$ cat src/rtl/alu_issue_ctrl.sv
// Issue controller in front of the 4-bit ALU: 4x4 register file, one instruction
// in flight, ALU result captured one edge after issue and written back.
module alu_issue_ctrl (
    input  logic       clk,
    input  logic       rst_n,
    input  logic       instr_valid,
    output logic       instr_ready,
    input  logic [3:0] instr_op,
    input  logic [1:0] instr_rd,
    input  logic [1:0] instr_rs1,
    input  logic [1:0] instr_rs2,
    input  logic       instr_use_carry,
    input  logic       ld_valid,
    input  logic [1:0] ld_addr,
    input  logic [3:0] ld_data,
    output logic [3:0] alu_a,
    output logic [3:0] alu_b,
    output logic [3:0] alu_sel,
    output logic       alu_cin,
    input  logic [3:0] alu_out,
    input  logic       alu_cout,
    output logic       res_valid,
    output logic [3:0] res_data,
    output logic       res_carry,
    output logic       err_div0,
    output logic       carry_flag
);

    // state   | meaning
    // S_IDLE  | waiting for an instruction or a register load
    // S_ISSUE | ALU inputs driven; result captured on leaving this state
    // S_DONE  | result pulse cycle; no new accept
    typedef enum logic [1:0] {S_IDLE, S_ISSUE, S_DONE} state_t;

    state_t     r_state;
    state_t     w_next;
    logic [3:0] r_rf [4];
    logic [1:0] r_rd;
    logic       r_div0;
    logic       r_arith;
    logic       w_accept;
    logic       w_op_arith;
    logic [3:0] w_rs2_val;

    assign w_accept  = instr_valid && instr_ready;
    assign w_rs2_val = r_rf[instr_rs2];

    // Unmapped selects execute as add in the ALU, so their carry-out is real.
    always_comb begin
        w_op_arith = 1'b0;
        case (instr_op)
            4'b0000, 4'b0001, 4'b0110, 4'b0111, 4'b1110, 4'b1111: w_op_arith = 1'b1;
            default: w_op_arith = 1'b0;
        endcase
    end

    always_ff @(posedge clk or negedge rst_n) begin
        if (!rst_n) r_state <= S_IDLE;
        else        r_state <= w_next;
    end

    always_comb begin
        w_next = r_state;
        case (r_state)
            S_IDLE:  if (w_accept) w_next = S_ISSUE;
            S_ISSUE: w_next = S_DONE;
            S_DONE:  w_next = S_IDLE;
            default: w_next = S_IDLE;
        endcase
    end

    always_comb begin
        instr_ready = (r_state == S_IDLE) && !ld_valid;
    end

    always_ff @(posedge clk or negedge rst_n) begin
        if (!rst_n) begin
            for (int i = 0; i < 4; i++) r_rf[i] <= 4'h0;
            r_rd       <= 2'd0;
            r_div0     <= 1'b0;
            r_arith    <= 1'b0;
            alu_a      <= 4'h0;
            alu_b      <= 4'h0;
            alu_sel    <= 4'h0;
            alu_cin    <= 1'b0;
            res_valid  <= 1'b0;
            res_data   <= 4'h0;
            res_carry  <= 1'b0;
            err_div0   <= 1'b0;
            carry_flag <= 1'b0;
        end else begin
            res_valid <= 1'b0;
            if (r_state == S_IDLE && ld_valid) begin
                r_rf[ld_addr] <= ld_data;
            end else if (w_accept) begin
                alu_a   <= r_rf[instr_rs1];
                alu_b   <= w_rs2_val;
                alu_sel <= instr_op;
                alu_cin <= instr_use_carry & carry_flag;
                r_rd    <= instr_rd;
                r_div0  <= (instr_op == 4'b0011) && (w_rs2_val == 4'h0);
                r_arith <= w_op_arith;
            end
            if (r_state == S_ISSUE) begin
                res_valid <= 1'b1;
                err_div0  <= r_div0;
                if (r_div0) begin
                    res_data  <= 4'hF;
                    res_carry <= 1'b0;
                end else begin
                    res_data   <= alu_out;
                    r_rf[r_rd] <= alu_out;
                    if (r_arith) begin
                        res_carry  <= alu_cout;
                        carry_flag <= alu_cout;
                    end else begin
                        res_carry <= 1'b0;
                    end
                end
            end
        end
    end

endmodule

$ cat config.mk
export PLATFORM = sky130hd
export DESIGN_NAME = alu_issue_ctrl
export DESIGN_NICKNAME = d
export VERILOG_FILES = /design/src/rtl/alu_issue_ctrl.sv
export SDC_FILE = /design/constraint.sdc
export NUM_CORES = 1
export LEC_CHECK = 0
export ABC_AREA = 1
export CAP_MARGIN = 20
export CORE_AREA = 2 2 92 94
export DETAILED_ROUTE_END_ITERATION = 10
export DIE_AREA = 0 0 94 96
export SYNTH_ARGS = -nofsm -noshare
export SYNTH_HDL_FRONTEND = slang
export SYNTH_SLANG_ARGS = --single-unit
$ cat constraint.sdc
create_clock -name clk -period 1.4 [get_ports clk]
set_input_delay 0.28 -clock clk [delete_from_list [all_inputs] [get_ports clk]]
set_output_delay 0.28 -clock clk [all_outputs]
set_load 0.02 [all_outputs]
==> results.md, run 1 <==
* Io pins at between 40 and 50
* Clock Tree Buf Depth at 2
* Fraction of registers with async set/reset at 1.00
* Number of global-route vias before repair at approximately 2200
* TritonRoute pass-1 iters at 4
* Setup Crit Path Kind: register to primary output
* RSZ-0062 raised after global routing: false
* Max Fanout on Critical Path at 2
* Vias/cell at 4.45
* Fin crit share at 0.959
* Prevailing post-synth register cell: dfrtp_1
* Global-route usage over all layers at 0.146
* GRT overflow at 0
* Antenna-violating nets left at 0
* Top area cells in the synthesized netlist: dfrtp_1, nand2_1, inv_1, o21ai_0, nand3_1
* Status: finished, final reports clean
* WL/cell at ~12 um
* Layout cells sized above 1 at 0.150
* Worst R2R Start: r_state[1]
* Fin cells at between 500 and 600
* Synthesis-stage register bit count at 43
* Residual DRC count at 0
* Routed wl met3 at about 280 um
* Post-Syn Instances at between 300 and 400
* DR top layer: met4
* Detailed Place HPWL at between 4000 and 5000 um
* EDFF count, synth at 0
* Worst-skew pair later-pin latency at 0.30 ns
* Max Cap Violations at 0
* Initial antenna violation count at 0
* Pwr dens at roughly 1200 nW/um^2
* Worst endpoint required time at roughly 1.1 ns
* GPL Wtd Cong at roughly 0.9
* Average size of a mapped cell at approximately 7.3 um^2
* Final wirelength at 6020 um
* Reg clk slew, reported paths at 0.09 ns
* Die Ht at about 96 um
* Routed wire length on met2 at around 2700 um
* CTS tree: built
* Flop-to-flop setup slack at 0.09 ns
* Synth top cells by count: nand2_1, dfrtp_1, inv_1
* Count leader, synth: nand2_1
* Post-layout minimum cycle time at 1.34 ns
* Worst setup path endpoint: instr_ready
* DR iter-0 viols at ~130
* Layout Skew at ~0.0079 ns
* Max-slew headroom at 0.760
* Register area share after synthesis at 0.447
* CTS H-tree lvls at 2
* Layout area overhead at 35.8%
* Static Leak at ~1.7 nW
* Maximum clock rate at 0.745 GHz
* Post-synth top area share at 0.447
* Largest net degree at the start of global routing at 30
* Distinct cells, synth at 22
* # setup viols final at 0
* M1 WL at slightly below 3000 um
* Setup crit start kind: register
* Final Hold Viols at 0
* Post-synth top area cell: dfrtp_1
* R2R cell count at 7
* Ys Warns at 0
* Tot Pwr at about 0.0041 W
* Ant. Diodes at 0
* Area post-placement at roughly 3100 um^2
* Setup WS pre-CTS at -0.399 ns
* Vias at about 2300
* CTS buffer count at 5
* WP data arrival at roughly 1.1 ns
* Worst reg2reg endpoint: carry_flag
* CP endpoint kind: primary output
* Sink Count at between 40 and 50
* Row count at 33
* First-pass GRT wire length at 10100 um
* Final Slew Violations at 0
* Port bufs at between 40 and 50
* Worst vdd ir at between 0.4 and 0.5 mV
* Chip width at between 90 and 100 um
* Cells after DPL at 501
* PnR worst setup slack at 0.0579 ns
* Design area at between 3000 and 4000 um^2
* Clock root buffer: clkbuf_8
* Initial Util at 0.299
* Hold Crit Class: input pin to async pin
* Synthesized area at 2410 um^2
* Nets@finish at about 430
* Die Footprint at 9020 um^2
* Worst-Margin Slew at between 0.3 and 0.4 ns
* Synthesized net count at about 360
* Core area at approximately 8000 um^2
* Hold Slack at a little over 0.4 ns
* Critical Path Source: r_state[1]
-- worst max-delay path, stage by stage (launching register included) --
cell and delay (ns):
dfrtp_1 0.41, nor3_4 0.21, buf_6 0.14
-- what timing repair did --
| item | 4_1_cts | 5_1_grt |
|---|---|---|
| hold endpoints to repair | 14 | 0 |
| buffers inserted | 0 | 3 |
| setup endpoints to repair | 22 | 17 |
| hold buffers | 1 | 0 |
| resized for setup | 28 | 13 |
| pin swaps | 0 | 4 |
-- kinds of logic (layout without fill, tap and decap cells) --
logic type	after synthesis	count (layout)	share of synthesized area
AO/OA/AOI/OAI	48	48	0.0997
buffers and inverters	54	130	0.108
flip-flops	43	43	0.447
AND/OR/NAND/NOR	187	187	0.345
-- area by class of cell --
type	count	area, um^2
tap	105	131
inverter	46	191
multi-input combinational	235	1100
clock buffer	5	68.8
sequential	43	1080
timing repair buffer	76	679
clock inverter	3	20.0
fill	852	4780
-- stage by stage --
stage / TNS (ns) / utilization
3_3_place_gp: -5.01 / 0.388
5_1_grt: 0 / 0.406
4_1_cts: 0 / 0.398
3_5_place_dp: -6.09 / 0.388
2_1_floorplan: 0 / -
6_report: 0 / 0.406
-- state kept, by name, indices dropped and copies added (netlist names), 2 cells and up --
register	cells
r_rd	2
alu_a	4
res_data	4
r_rf	16
alu_sel	4
r_state	2
alu_b	4
-- power breakdown --
part	leakage [nW]	internal [W]	switching (W)	total, W
sequential	0.530	0.00156	0.000259	0.00182
combinational	1.15	0.000629	0.000838	0.00147
clock	0.0402	0.000347	0.000435	0.000782
total	1.72	0.00253	0.00153	0.00407
-- worst min path at each step --
stage	startpoint	endpoint	cells past startpoint
final	rst_n	r_state[1]	2
after global routing	rst_n	res_data[2]	2
after CTS	rst_n	r_state[1]	2
after detailed placement	rst_n	r_state[1]	1
after global placement	rst_n	r_state[1]	1
after floorplan	rst_n	alu_a[0]	0
-- layout by cell type (no fill, tap or decap), types with 3 or more instances in the layout --
| master | n |
|---|---|
| o21ai_0 | 30 |
| nand3_1 | 26 |
| buf_4 | 26 |
| a21oi_1 | 8 |
| nand2_1 | 127 |
| nor2_1 | 15 |
| dlygate4sd2_1 | 21 |
| dfrtp_1 | 42 |
| clkbuf_8 | 5 |
| o21ai_1 | 10 |
| inv_1 | 40 |
| nor2_2 | 3 |
| nand2_4 | 3 |
| clkdlybuf4s50_1 | 23 |
| nand3_4 | 4 |
-- routing by layer --
metal  GRT usage  vias up
met4      0.0447        0
met2       0.239       59
met3      0.0290        6
li1            -     1191
met1       0.195     1025
met5           0        -
Power figures use the tool's default switching activity.
==> run 2: changes to the inputs <==
--- a/config.mk
+++ b/config.mk
@@ -7,9 +7,11 @@
 export LEC_CHECK = 0
 export ABC_AREA = 1
 export CAP_MARGIN = 20
-export CORE_AREA = 2 2 92 94
+export CORE_AREA = 2 2 73 75
 export DETAILED_ROUTE_END_ITERATION = 10
-export DIE_AREA = 0 0 94 96
+export DIE_AREA = 0 0 75 77
+export PLACE_DENSITY = 0.76
 export SYNTH_ARGS = -nofsm -noshare
 export SYNTH_HDL_FRONTEND = slang
 export SYNTH_SLANG_ARGS = --single-unit
+export TNS_END_PERCENT = 1
==> constraint.sdc (replaced) <==
create_clock -name clk -period 1.4 [get_ports clk]
set_input_delay 0.35 -clock clk [delete_from_list [all_inputs] [get_ports clk]]
set_output_delay 0.35 -clock clk [all_outputs]
set_load 0.02 [all_outputs]
==> run 2 against run 1 <==
The flow now finishes with violations (negative setup slack). Total power grew 0.14%. Flip-flop and latch count is the same. Largest power group unchanged. Fmax shrank 5.2%. Routed wire length shrank 3.7%. Worst setup slack lost 0.074 ns. Critical endpoint unchanged.
==> results.md, run 2 (synthesized netlist as in run 1, its figures left out) <==
* Most frequent cells in the layout: nand2_1, dfrtp_1, inv_1, o21ai_0, nand3_1
* Fin crit share at 1.01
* Max Cap Violations at 0
* CP endpoint kind: primary output
* WL/cell at 12.4 um
* GPL Wtd Cong at 0.898
* PnR worst setup slack at -0.0156 ns
* Largest net degree at the start of global routing at 30
* Antenna-violating nets left at 0
* Fin util at 0.634
* Setup Crit Path Kind: register to primary output
* Failing checks: negative setup slack
* Layout area overhead at 31.1%
* Worst endpoint required time at 1.05 ns
* Critical path's largest stage delay at approximately 0.41 ns
* Worst R2R Start: r_state[1]
* Maximum clock rate at between 0.7 and 0.8 GHz
* Slowest CP cell: dfrtp_1
* Core area at 4980 um^2
* Worst Path Buf+Inv at 1
* Residual DRC count at 0
* R2R cell count at 9
* Io pins at 48
* Ant. Diodes at 0
* Worst Hold Launch: alu_a[1]
* Layout Skew at 0.0119 ns
* CTS tree: built
* Fillers at roughly 450
* Reg with most FFs: r_rf
* Post-CTS setup buffer count at 0
* # setup viols final at 1
* Final Slew Violations at 0
* Vias/cell at approximately 5
* Hold Path End: alu_a[1]
* Cell Chain, Critical Path: nor3_4 > buf_6
* Worst-Margin Slew at between 0.3 and 0.4 ns
* Chip width at about 75 um
* Max-slew headroom at 0.748
* WP data arrival at 1.07 ns
* Row count at 26
* Worst vdd ir at between 0.6 and 0.7 mV
* Initial Util at 0.484
* Pwr dens at between 1000 and 1500 nW/um^2
* TritonRoute pass-1 iters at 4
* Tot Pwr at ~0.0041 W
* Most common cell after layout, fill and taps aside: nand2_1
* Sink Count at 43
* Post-layout minimum cycle time at between 1 and 1.5 ns
* CTS buffer count at 5
* DR iter-0 viols at 169
* Port bufs at between 40 and 50
* Layout cells sized above 1 at 0.128
* Max reg flops at 16
* Initial antenna violation count at 0
* Sum of negative setup slack at -0.0156 ns
* Number of global-route vias before repair at around 2200
* Die Ht at 77 um
* CTS H-tree lvls at 2
* Setup WS pre-CTS at -0.536 ns
* Setup crit start kind: register
* Reg clk slew, reported paths at ~0.090 ns
* Global-route usage over all layers at 0.223
* Nets@finish at 424
* Clock Tree Buf Depth at 2
* Hold Crit Class: register to register
* Area of the multi-input gates at approximately 1100 um^2
* First-pass GRT wire length at 10000 um
* Critical path's top delay family: flip-flops
* Status: finished with violations
* Final wirelength at ~5800 um
* Sequential Area at about 1100 um^2
* Worst-skew pair later-pin latency at roughly 0.3 ns
* RSZ-0062 raised after global routing: true
* Die Footprint at roughly 5800 um^2
* GRT overflow at 0
* Vias at ~2300
* Max Fanout on Critical Path at 2
* Final Hold Viols at 0
* Hold Crit Depth at 2
* Static Leak at roughly 1.7 nW
* Detailed Place HPWL at 4450 um
* Worst reg2reg endpoint: r_rf[15]
* Flop-to-flop setup slack at about 0.10 ns
* Clock root buffer: clkbuf_8
==> run 2: changes by cell type in the layout (fill, tap and decap cells not counted), moves of 2 or more <==
| cell | delta |
|---|---|
| dlygate4sd2_1 | -5 |
| clkdlybuf4s15_1 | +5 |
| inv_2 | +3 |
| buf_4 | -9 |
| inv_1 | -2 |
==> run 2: what timing repair did <==
action,4_1_cts,5_1_grt
hold endpoints to repair,14,0
setup endpoints to repair,22,24
pin swaps,0,1
gates resized for setup,23,21
hold buffers,1,0
==> run 2: report_power, final <==
part	internal (W)	switching, W
clock network	0.000357	0.000467
registers	0.00156	0.000263
logic	0.000604	0.000825
total	0.00252	0.00155
==> run 2: worst max-delay path by stage <==
stage | startpoint | endpoint | slack [ns] | cells past startpoint
floorplan | r_state[0] | r_rd[0] | 0.13 | 5
global placement | ld_valid | instr_ready | -0.51 | 3
CTS | ld_valid | instr_ready | -0.24 | 3
finish | r_state[1] | instr_ready | -0.02 | 2
global route | ld_addr[1] | r_rf[8] | -0.08 | 9
detailed placement | ld_valid | instr_ready | -0.54 | 3
==> run 2: through the flow <==
step / instance area, um^2 / hold slack (ns) / cells
2_1_floorplan: 2410 / 0.0544 / 332
3_3_place_gp: 3040 / 0.283 / 460
3_5_place_dp: 3040 / 0.288 / 460
4_1_cts: 3110 / 0.483 / 469
5_1_grt: 3160 / 0.508 / 469
6_report: 3160 / 0.477 / 469
==> run 2: worst reg2reg max path, delay by kind of cell (launching register included) <==
family,cells,cell delay (ns)
buffers and inverters,5,0.46
DFF,1,0.41
and+or+nand+nor,4,0.32
==> run 2: cell type report <==
cell class,count,area share
repair buffers,67,0.196
inverters,46,0.0598
clock buffers,5,0.0218
multi-input cells,235,0.347
well taps,70,0.0277
clock inverters,3,0.00753
flip-flops and latches,43,0.341
==> run 2: routing by layer <==
metal / track usage / wire (um)
met5: 0 / 0
met4: 0.0679 / 99
met3: 0.0460 / 397
met2: 0.368 / 2940
met1: 0.289 / 2360
==> run 3: changes to the inputs <==
--- a/config.mk
+++ b/config.mk
@@ -6,6 +6,7 @@
 export NUM_CORES = 1
 export LEC_CHECK = 0
 export ABC_AREA = 1
+export ABC_CLOCK_PERIOD_IN_PS = 1400
 export CAP_MARGIN = 20
 export CORE_AREA = 2 2 73 75
 export DETAILED_ROUTE_END_ITERATION = 10
==> results of run 3 <==
No change in the layout: final DEF, timing and power equal those of run 2.
